## config.mk

```make
export PLATFORM = sky130hd
export DESIGN_NAME = uart_prog_loader_flat
export DESIGN_NICKNAME = d
export VERILOG_FILES = /design/src/rtl/uart_prog_loader_if.sv /design/src/rtl/uart_prog_loader.sv /design/src/flat_wrapper.sv
export SDC_FILE = /design/constraint.sdc
export NUM_CORES = 1
export LEC_CHECK = 0
export ABC_AREA = 0
export BUFFER_PORTS_ARGS = -buffer_cell sky130_fd_sc_hd__clkbuf_2
export CAP_MARGIN = 10
export CORE_UTILIZATION = 52
export DETAILED_ROUTE_END_ITERATION = 8
export PLACE_DENSITY = 0.7
export SLEW_MARGIN = 0
export SYNTH_ARGS = -nofsm -noshare
export SYNTH_HDL_FRONTEND = slang
export SYNTH_SLANG_ARGS = --single-unit
```

## constraint.sdc

```tcl
create_clock -name clock -period 4.7 [get_ports clock]
set_input_delay 0.705 -clock clock [delete_from_list [all_inputs] [get_ports clock]]
set_output_delay 0.705 -clock clock [all_outputs]
set_load 0.02 [all_outputs]
```

## src/rtl/uart_prog_loader_if.sv

```systemverilog
// Instruction-memory write port driven by the UART program loader.
// The loader is the master; the instruction memory (prgrom) is the slave.
interface uart_prog_loader_if #(
    parameter int ADDR_WIDTH = 14
);
    logic                  wr_en;
    logic [ADDR_WIDTH-1:0] wr_addr;
    logic [31:0]           wr_data;

    modport master (output wr_en, output wr_addr, output wr_data);
    modport slave  (input  wr_en, input  wr_addr, input  wr_data);
endinterface

```

## src/rtl/uart_prog_loader.sv

```systemverilog
// UART bootloader: receives an 8N1 byte stream, packs each group of four bytes
// big-endian into a 32-bit instruction and writes it to instruction memory at
// consecutive word addresses, holding the CPU in reset while a load is active.
module uart_prog_loader #(
    parameter int CLKS_PER_BIT   = 2604,
    parameter int ADDR_WIDTH     = 14,
    parameter int TIMEOUT_CYCLES = 1_000_000
) (
    input  logic                  clock,
    input  logic                  reset,
    input  logic                  start_load,
    input  logic                  uart_rx,
    uart_prog_loader_if.master    mem_wr,
    output logic                  loading,
    output logic                  cpu_reset_req,
    output logic                  load_done,
    output logic [ADDR_WIDTH:0]   word_count,
    output logic                  frame_err
);

    localparam int CW = $clog2(CLKS_PER_BIT);
    localparam int TW = $clog2(TIMEOUT_CYCLES + 1);

    localparam logic [CW-1:0]       HALF_BIT    = CW'(CLKS_PER_BIT / 2 - 1);
    localparam logic [CW-1:0]       FULL_BIT    = CW'(CLKS_PER_BIT - 1);
    localparam logic [TW-1:0]       TIMEOUT_END = TW'(TIMEOUT_CYCLES);
    localparam logic [ADDR_WIDTH:0] WORDS_MAX   = {1'b1, {ADDR_WIDTH{1'b0}}};
    localparam logic [ADDR_WIDTH:0] LAST_WORD   = {1'b0, {ADDR_WIDTH{1'b1}}};

    typedef enum logic [1:0] {RX_IDLE, RX_START, RX_DATA, RX_STOP} rx_state_e;
    typedef enum logic [1:0] {L_IDLE, L_LOAD, L_DONE} ld_state_e;

    // Receiver state
    logic            rx_meta_q, rx_sync_q;
    rx_state_e       rx_state_q;
    logic [CW-1:0]   clk_cnt_q;
    logic [2:0]      bit_cnt_q;
    logic [7:0]      shift_q;
    logic            byte_valid_q;
    logic            frame_bad_q;

    // Loader state
    ld_state_e             ld_state_q;
    logic [1:0]            byte_idx_q;
    logic [23:0]           partial_q;
    logic [31:0]           wr_data_q;
    logic                  wr_en_q;
    logic [ADDR_WIDTH-1:0] wr_addr_q;
    logic [ADDR_WIDTH:0]   word_count_q;
    logic [TW-1:0]         timeout_q;
    logic                  got_byte_q;
    logic                  frame_err_q;

    // Two-flop synchroniser for the asynchronous serial line.
    // NOTE: sequential state is assigned with <= so every flop samples the
    // pre-edge values; the synchroniser resets to the idle-high line level
    // so that reset release is not mistaken for a start bit.
    always_ff @(posedge clock) begin
        if (reset) begin
            rx_meta_q <= 1'b1;
            rx_sync_q <= 1'b1;
        end else begin
            rx_meta_q <= uart_rx;
            rx_sync_q <= rx_meta_q;
        end
    end

    // Receiver FSM: mid-bit sampling of start, 8 data bits (LSB first), stop.
    always_ff @(posedge clock) begin
        if (reset) begin
            rx_state_q   <= RX_IDLE;
            clk_cnt_q    <= '0;
            bit_cnt_q    <= '0;
            shift_q      <= '0;
            byte_valid_q <= 1'b0;
            frame_bad_q  <= 1'b0;
        end else begin
            byte_valid_q <= 1'b0;
            frame_bad_q  <= 1'b0;
            case (rx_state_q)
                RX_IDLE: begin
                    clk_cnt_q <= '0;
                    if (!rx_sync_q) rx_state_q <= RX_START;
                end
                RX_START: begin
                    if (clk_cnt_q == HALF_BIT) begin
                        clk_cnt_q  <= '0;
                        bit_cnt_q  <= '0;
                        // A line already back high at mid-start-bit was a glitch.
                        rx_state_q <= rx_sync_q ? RX_IDLE : RX_DATA;
                    end else begin
                        clk_cnt_q <= clk_cnt_q + 1'b1;
                    end
                end
                RX_DATA: begin
                    if (clk_cnt_q == FULL_BIT) begin
                        clk_cnt_q <= '0;
                        shift_q   <= {rx_sync_q, shift_q[7:1]};
                        bit_cnt_q <= bit_cnt_q + 1'b1;
                        if (bit_cnt_q == 3'd7) rx_state_q <= RX_STOP;
                    end else begin
                        clk_cnt_q <= clk_cnt_q + 1'b1;
                    end
                end
                RX_STOP: begin
                    if (clk_cnt_q == FULL_BIT) begin
                        clk_cnt_q  <= '0;
                        rx_state_q <= RX_IDLE;
                        if (rx_sync_q) byte_valid_q <= 1'b1;
                        else           frame_bad_q  <= 1'b1;
                    end else begin
                        clk_cnt_q <= clk_cnt_q + 1'b1;
                    end
                end
                default: rx_state_q <= RX_IDLE;
            endcase
        end
    end

    // Loader FSM: session control, word packing, write strobe, timeout, full detect.
    always_ff @(posedge clock) begin
        if (reset) begin
            ld_state_q   <= L_IDLE;
            byte_idx_q   <= '0;
            partial_q    <= '0;
            wr_data_q    <= '0;
            wr_en_q      <= 1'b0;
            wr_addr_q    <= '0;
            word_count_q <= '0;
            timeout_q    <= '0;
            got_byte_q   <= 1'b0;
            frame_err_q  <= 1'b0;
        end else begin
            wr_en_q <= 1'b0;
            if (frame_bad_q) frame_err_q <= 1'b1;

            if (start_load) begin
                // Start or restart: a byte arriving in this same cycle is dropped.
                ld_state_q   <= L_LOAD;
                byte_idx_q   <= '0;
                wr_addr_q    <= '0;
                word_count_q <= '0;
                timeout_q    <= '0;
                got_byte_q   <= 1'b0;
                frame_err_q  <= 1'b0;
            end else begin
                case (ld_state_q)
                    L_IDLE: ;
                    L_LOAD: begin
                        if (wr_en_q) begin
                            // Cycle after the strobe: advance, or stop when memory is full.
                            word_count_q <= word_count_q + 1'b1;
                            if (word_count_q == LAST_WORD) ld_state_q <= L_DONE;
                            else                           wr_addr_q  <= wr_addr_q + 1'b1;
                        end else if (byte_valid_q) begin
                            got_byte_q <= 1'b1;
                            timeout_q  <= '0;
                            byte_idx_q <= byte_idx_q + 1'b1;
                            partial_q  <= {partial_q[15:0], shift_q};
                            if (byte_idx_q == 2'd3) begin
                                wr_data_q <= {partial_q, shift_q};
                                wr_en_q   <= 1'b1;
                            end
                        end else if (got_byte_q) begin
                            // Idle timeout; any partial word is simply abandoned.
                            if (timeout_q == TIMEOUT_END) ld_state_q <= L_DONE;
                            else                          timeout_q  <= timeout_q + 1'b1;
                        end
                    end
                    L_DONE:  ld_state_q <= L_IDLE;
                    default: ld_state_q <= L_IDLE;
                endcase
            end
        end
    end

    assign mem_wr.wr_en   = wr_en_q;
    assign mem_wr.wr_addr = wr_addr_q;
    assign mem_wr.wr_data = wr_data_q;
    assign loading        = (ld_state_q == L_LOAD);
    assign cpu_reset_req  = loading;
    assign load_done      = (ld_state_q == L_DONE);
    assign word_count     = word_count_q;
    assign frame_err      = frame_err_q;

    // WORDS_MAX documents the full-memory word count reached by word_count.
    logic unused_words_max;
    assign unused_words_max = ^WORDS_MAX;

endmodule

```

## src/flat_wrapper.sv

```systemverilog
// flat-port wrapper written by rule: the top's interface ports become plain ports
module uart_prog_loader_flat 
#(
    parameter int CLKS_PER_BIT   = 2604,
    parameter int ADDR_WIDTH     = 14,
    parameter int TIMEOUT_CYCLES = 1_000_000
)
  (clock, reset, start_load, uart_rx, loading, cpu_reset_req, load_done, word_count, frame_err, mem_wr_wr_en, mem_wr_wr_addr, mem_wr_wr_data);
  uart_prog_loader_if #(.ADDR_WIDTH(ADDR_WIDTH)) mem_wr_i ();
  input  logic clock;
  input  logic reset;
  input  logic start_load;
  input  logic uart_rx;
  output logic loading;
  output logic cpu_reset_req;
  output logic load_done;
  output logic [ADDR_WIDTH:0] word_count;
  output logic frame_err;
  output wire logic [$bits(mem_wr_i.wr_en)-1:0] mem_wr_wr_en;
  output wire logic [$bits(mem_wr_i.wr_addr)-1:0] mem_wr_wr_addr;
  output wire logic [$bits(mem_wr_i.wr_data)-1:0] mem_wr_wr_data;
  assign mem_wr_wr_en = mem_wr_i.wr_en;
  assign mem_wr_wr_addr = mem_wr_i.wr_addr;
  assign mem_wr_wr_data = mem_wr_i.wr_data;
  uart_prog_loader #(.CLKS_PER_BIT(CLKS_PER_BIT), .ADDR_WIDTH(ADDR_WIDTH), .TIMEOUT_CYCLES(TIMEOUT_CYCLES)) u_core (.clock(clock), .reset(reset), .start_load(start_load), .uart_rx(uart_rx), .mem_wr(mem_wr_i), .loading(loading), .cpu_reset_req(cpu_reset_req), .load_done(load_done), .word_count(word_count), .frame_err(frame_err));
endmodule
```

# == Yosys cells after proc, flatten, opt, wreduce, memory -nomap -nowiden ==
# Cells that the tools add are included.
# totals
rom_bits,0
elab_cells,104
n_memories,0
inputBits,4
latch_bits,0
output_inout_bits,66
mem_bits_rw,0
ff_bits,141
# classes
n_addsub,6
magnitude_cmp,0
bitwise,8
reduce_logical,19
n_eq_ne,26
div,0
shift,0
multipliers,0
muxes,26
# ops
operator,count
2-to-1 mux 20 bit,3
one-hot mux 12 bit (3 select lines),1
2-to-1 mux 12 bit,2
2-to-1 mux 2 bit,11
"adder 20 x 1 -> 20 bit, second input constant",1
"equality test 20 bit, second input constant",1
AND reduction 5 bit,4
"adder 15 x 1 -> 15 bit, second input constant",1
"equality test 15 x 14 -> 1 bit, second input constant",1
"adder 14 x 1 -> 14 bit, second input constant",1
"adder 12 x 1 -> 12 bit, second input constant",1
"equality test 12 x 11 -> 1 bit, second input constant",1
"equality test 12 bit, second input constant",1
"inequality test 2 x 1 -> 1 bit, second input constant",5
AND reduction 3 bit,3
"equality test 2 bit, second input constant",4
"inequality test 4 x 2 -> 1 bit, second input constant",2
"inequality test 4 bit, second input constant",2
inverter 1 bit,8
one-hot mux 2 bit (4 select lines),1
AND reduction 4 bit,2
2-to-1 mux 3 bit,2
"inequality test 3 x 1 -> 1 bit, second input constant",2
"inequality test 3 bit, second input constant",2
14 further kinds,23

# == Logic depth before layout (Yosys ltp) ==
# logic_depth
ltp_word,7
ltp_mapped,8
ltp_nobuf,7

# == Least setup slack after synthesis ==
# OpenSTA, ideal clock, no wires.
# synth_timing
path_type,register -> register
startpoint,register u_core.wr_en_q (netlist: u_core.mem_wr.wr_en)
endpoint,register u_core.wr_addr_q[9] (netlist: u_core.mem_wr.wr_addr[9])
path_buffers,0
required_time_ps,4572
setup_time_ps,128
path_stages_with_launch,6
setup_slack_ps,2891
period_less_slack_ps,1809
arrival_time_ps,1682
cell_sequence,dfxtp_1 nand3b_1 or4_4 nor4b_2 xnor2_1 nor2_1
# synth_between
elab_chain_cells,1
# synth_rtl
element,line,rtl
start: declaration,uart_prog_loader.sv:47,logic wr_en_q;
start signal: assignment,uart_prog_loader.sv:127,wr_en_q <= 1'b0;
start signal: assignment,uart_prog_loader.sv:134,wr_en_q <= 1'b0;
start signal: assignment,uart_prog_loader.sv:162,wr_en_q <= 1'b1;
AND reduction 3 bit (no source line),n/a,
end signal: assignment,uart_prog_loader.sv:154,else wr_addr_q <= wr_addr_q + 1'b1;
end: declaration,uart_prog_loader.sv:48,logic [ADDR_WIDTH-1:0] wr_addr_q;
# Every way passes these cells.
# A chain may end at the register's enable or synchronous reset.

# == Final worst setup path ==
# layout_timing
startpoint,register u_core.wr_en_q (netlist: u_core.mem_wr.wr_en)
endpoint,register u_core.wr_data_q[6] (netlist: u_core.mem_wr.wr_data[6])
# layout_between
elab_chain_cells,2
# layout_rtl
element,line,rtl
inverter 1 bit (no source line),n/a,
AND reduction 5 bit (no source line),n/a,
end signal: assignment,uart_prog_loader.sv:161,"wr_data_q <= {partial_q, shift_q};"
end: declaration,uart_prog_loader.sv:46,logic [31:0] wr_data_q;
# Every way passes these cells.

==> metrics.txt <==
Data required, critical path=5070 ps; CTS Hold Bufs=0; Initial Util=54.2%; Post-CTS Resized=0; routability cong.=0.814; sw frac=22.5%; number of global-route vias before repair=4217; met2 Use GR=35.2%; Async SR Flop Fraction=0%; dpl hpwl=7670 µm; area delta synth->final=17.2%; GRT Total Usage=21.4%; final antenna-violating net count=0; # H-tree levels=4; R2R depth=5; Commonest cells post-synth=dfxtp_1 (141), nand2_1 (140), nor2_1 (78), a21oi_1 (69); r2r endpoint=u_core.mem_wr.wr_data[6]$_SDFFE_PP0P_; R2R Path Start=u_core.mem_wr.wr_en$_SDFF_PP0_; DRC Markers=0; Hold Fails Final Rpt=0; largest cells by area after synthesis=dfxtp_1 (50%), nand2_1 (9.3%), a21oi_1 (6.1%), nor2_1 (5.2%), xor2_1 (4.0%); main combinational cell family by area after synthesis=simple AND/OR/NAND/NOR gates; initial antenna violation count=0; Netlist cell types=44; clock network fraction of total power=51.7%; row cnt=37; RSZ-0062 raised after global routing=no; DR pass1 iterations=5; met3 usage=4.29%; CTS tree=yes; Mean Syn Cell Area=8.55 µm²; IO Pins=70; Data arrival, critical path=3520 ps; Critical Path Sink=u_core.mem_wr.wr_data[6]$_SDFFE_PP0P_; Worst-Skew Late Latency=510 ps; Post-Syn Nets=677; mapped cell area=5670 µm²; CTS max path bufs=2; Ant. Diodes=0; Die X=106 µm; CP Max Fanout=33; register area share after synthesis=49.7%; worst rel slew slack=25.1%; Layout Utilization=63.6%; maximum VDD drop=0.211 mV; hold path cells=2; Synth Area in Compound Gates=7.65%; EDFF count, synth=0; hold slack=374 ps; Int Pwr=1.98 mW; initial drt markers=254; Avg Vias per Cell=5.37; post-layout min period=3150 ps; Max Clk Rate=317 MHz; DR vias=4664; worst hold path class=in2reg; leakage=2.47 nW; largest net degree at the start of global routing=64; fraction of the mapped netlist area in adder cells=1.98%; PwrDens=383 nW/µm²; post-synthesis xor/xnor area fraction=7.56%; GR Overflow Total=0; Worst Clk Skew=12.9 ps; multiplexer area fraction after synthesis=1.76%; final wirelength=11700 µm; number of port buffers=69; die height=106 µm; first-pass GRT wire length=19500 µm; Combinational Power Share=1.2%; Routed WL per cell=13.5 µm; Filler cells=903; Worst Max-Slew Pin Slew=1120 ps; Crit Path Class=reg2reg; Worst Setup SP=u_core.mem_wr.wr_en$_SDFF_PP0_; Sequential Power Share=47.1%; CTS Buf Count=17; Setup Buffers After CTS=0; Worst-path clk slew=70 ps; Root Driver=clkbuf_8; Synth Flop Type=dfxtp_1; startpoint type of the worst setup path=flop; Max Slew Vio Count=0; top-count cell post-synth=dfxtp_1; final setup TNS=0 ps; internal reg-to-reg setup slack=1550 ps; Synth Warn #=0; Seq cells post-synth=141; max-cap violation count=0; leading area contributor after synthesis=dfxtp_1; met1 usage=27.5%; Gate Count Post-Synth=664; GRT Max-Usage Layer=met2; ratio of cells with drive above 1 in the final layout=15.4%; Simple-Gate Fraction of Synth Area=28.3%; # setup viols final=0; fin crit share=67.0%; die area=11300 µm²; status=complete, no violations; NetSw=0.573 mW; core region area=10500 µm²; crit end category=flop; fin nets=732; Yosys top cell area share=49.7%; Sink Count=141
[flip-flops by register name, indices dropped and copies added (netlist names), 2 cells and up, named ones only]
signal	count
u_core.partial_q	24
u_core.clk_cnt_q	12
u_core.word_count	15
u_core.mem_wr.wr_addr	14
u_core.ld_state_q	2
u_core.timeout_q	20
u_core.mem_wr.wr_data	32
u_core.shift_q	8
u_core.byte_idx_q	2
u_core.bit_cnt_q	3
[through the flow]
stage	cells	cell area [µm²]	worst slack, ps	power (mW)
2_1_floorplan	664	5670	2890	1.25
3_3_place_gp	836	6060	1730	1.26
3_5_place_dp	836	6060	1620	1.26
4_1_cts	868	6650	1580	2.57
5_1_grt	868	6650	1240	2.63
6_report	868	6650	1550	2.55
[metal layers]
layer	up-vias	part of all wire, %
met2	91	48
met4	0	0.65
li1	2357	-
met1	2210	48
met3	6	2.9
met5	-	0
[worst min path at each step]
stage	from	end	slack, ps
floorplan	u_core.rx_meta_q$_SDFF_PP1_	u_core.rx_sync_q$_SDFF_PP1_	390
global placement	u_core.rx_meta_q$_SDFF_PP1_	u_core.rx_sync_q$_SDFF_PP1_	400
detailed placement	u_core.rx_meta_q$_SDFF_PP1_	u_core.rx_sync_q$_SDFF_PP1_	400
CTS	uart_rx	u_core.rx_meta_q$_SDFF_PP1_	350
global route	uart_rx	u_core.rx_meta_q$_SDFF_PP1_	360
finish	uart_rx	u_core.rx_meta_q$_SDFF_PP1_	370
[cells in the final DEF (no fill, tap or decap), types with 2 or more instances in the layout]
master        n
dfxtp_1     141
nor4b_2       2
nand4bb_1     2
o21ai_0       2
clkinv_4      4
clkinvlp_4    3
ha_1          9
bufinv_16     2
nor2_1       78
o211ai_1      2
clkbuf_16    16
or2_2         5
nand4_1      18
nand4b_1      3
nor3_1        8
and4_1        4
and2_1        5
clkbuf_2     69
nand2_1     140
or3_1         3
nor4_1        4
nor2b_1       3
xnor2_1      23
mux2i_1      10
and3_1        8
nor4b_1       7
inv_1         8
a21oi_1      69
nor4bb_1      3
nor3b_1       5
or4_1         4
nand3b_1      3
xor2_1       26
o31ai_1       2
nand3_1      22
inv_6         4
[power by group through the flow]
stage                     Combinational, mW  Clock (mW)  Sequential, mW
final                                0.0316        1.32            1.20
after global routing                 0.0348        1.39            1.20
after CTS                            0.0318        1.34            1.20
after detailed placement             0.0316           0            1.23
after global placement               0.0312           0            1.23
after floorplan                      0.0253           0            1.23
[critical path, cell delays in order, from the launching register on]
cell and delay (ps):
dfxtp_1 360, nand4bb_1 450, nor2_2 890, nand2_1 920, nand2_1 280, a21oi_1 100
[cells by family (layout without fill, tap and decap cells)]
kind of cell	Yosys count	in the layout
xor+xnor	49	49
flops	141	141
simple gates	332	332
mux	10	10
fa+ha+maj	9	9
compound gates	81	81
buf+inv	42	110
[area by class of cell]
type	instances	area, µm²	area share, %
inverters	8	30.0	0.451
clock inverters	15	180	2.71
well taps	136	170	2.56
flip-flops and latches	141	2820	42.4
multi-input cells	481	2680	40.3
repair buffers	70	353	5.30
clock buffers	17	414	6.23
Power figures use the tool's default switching activity.
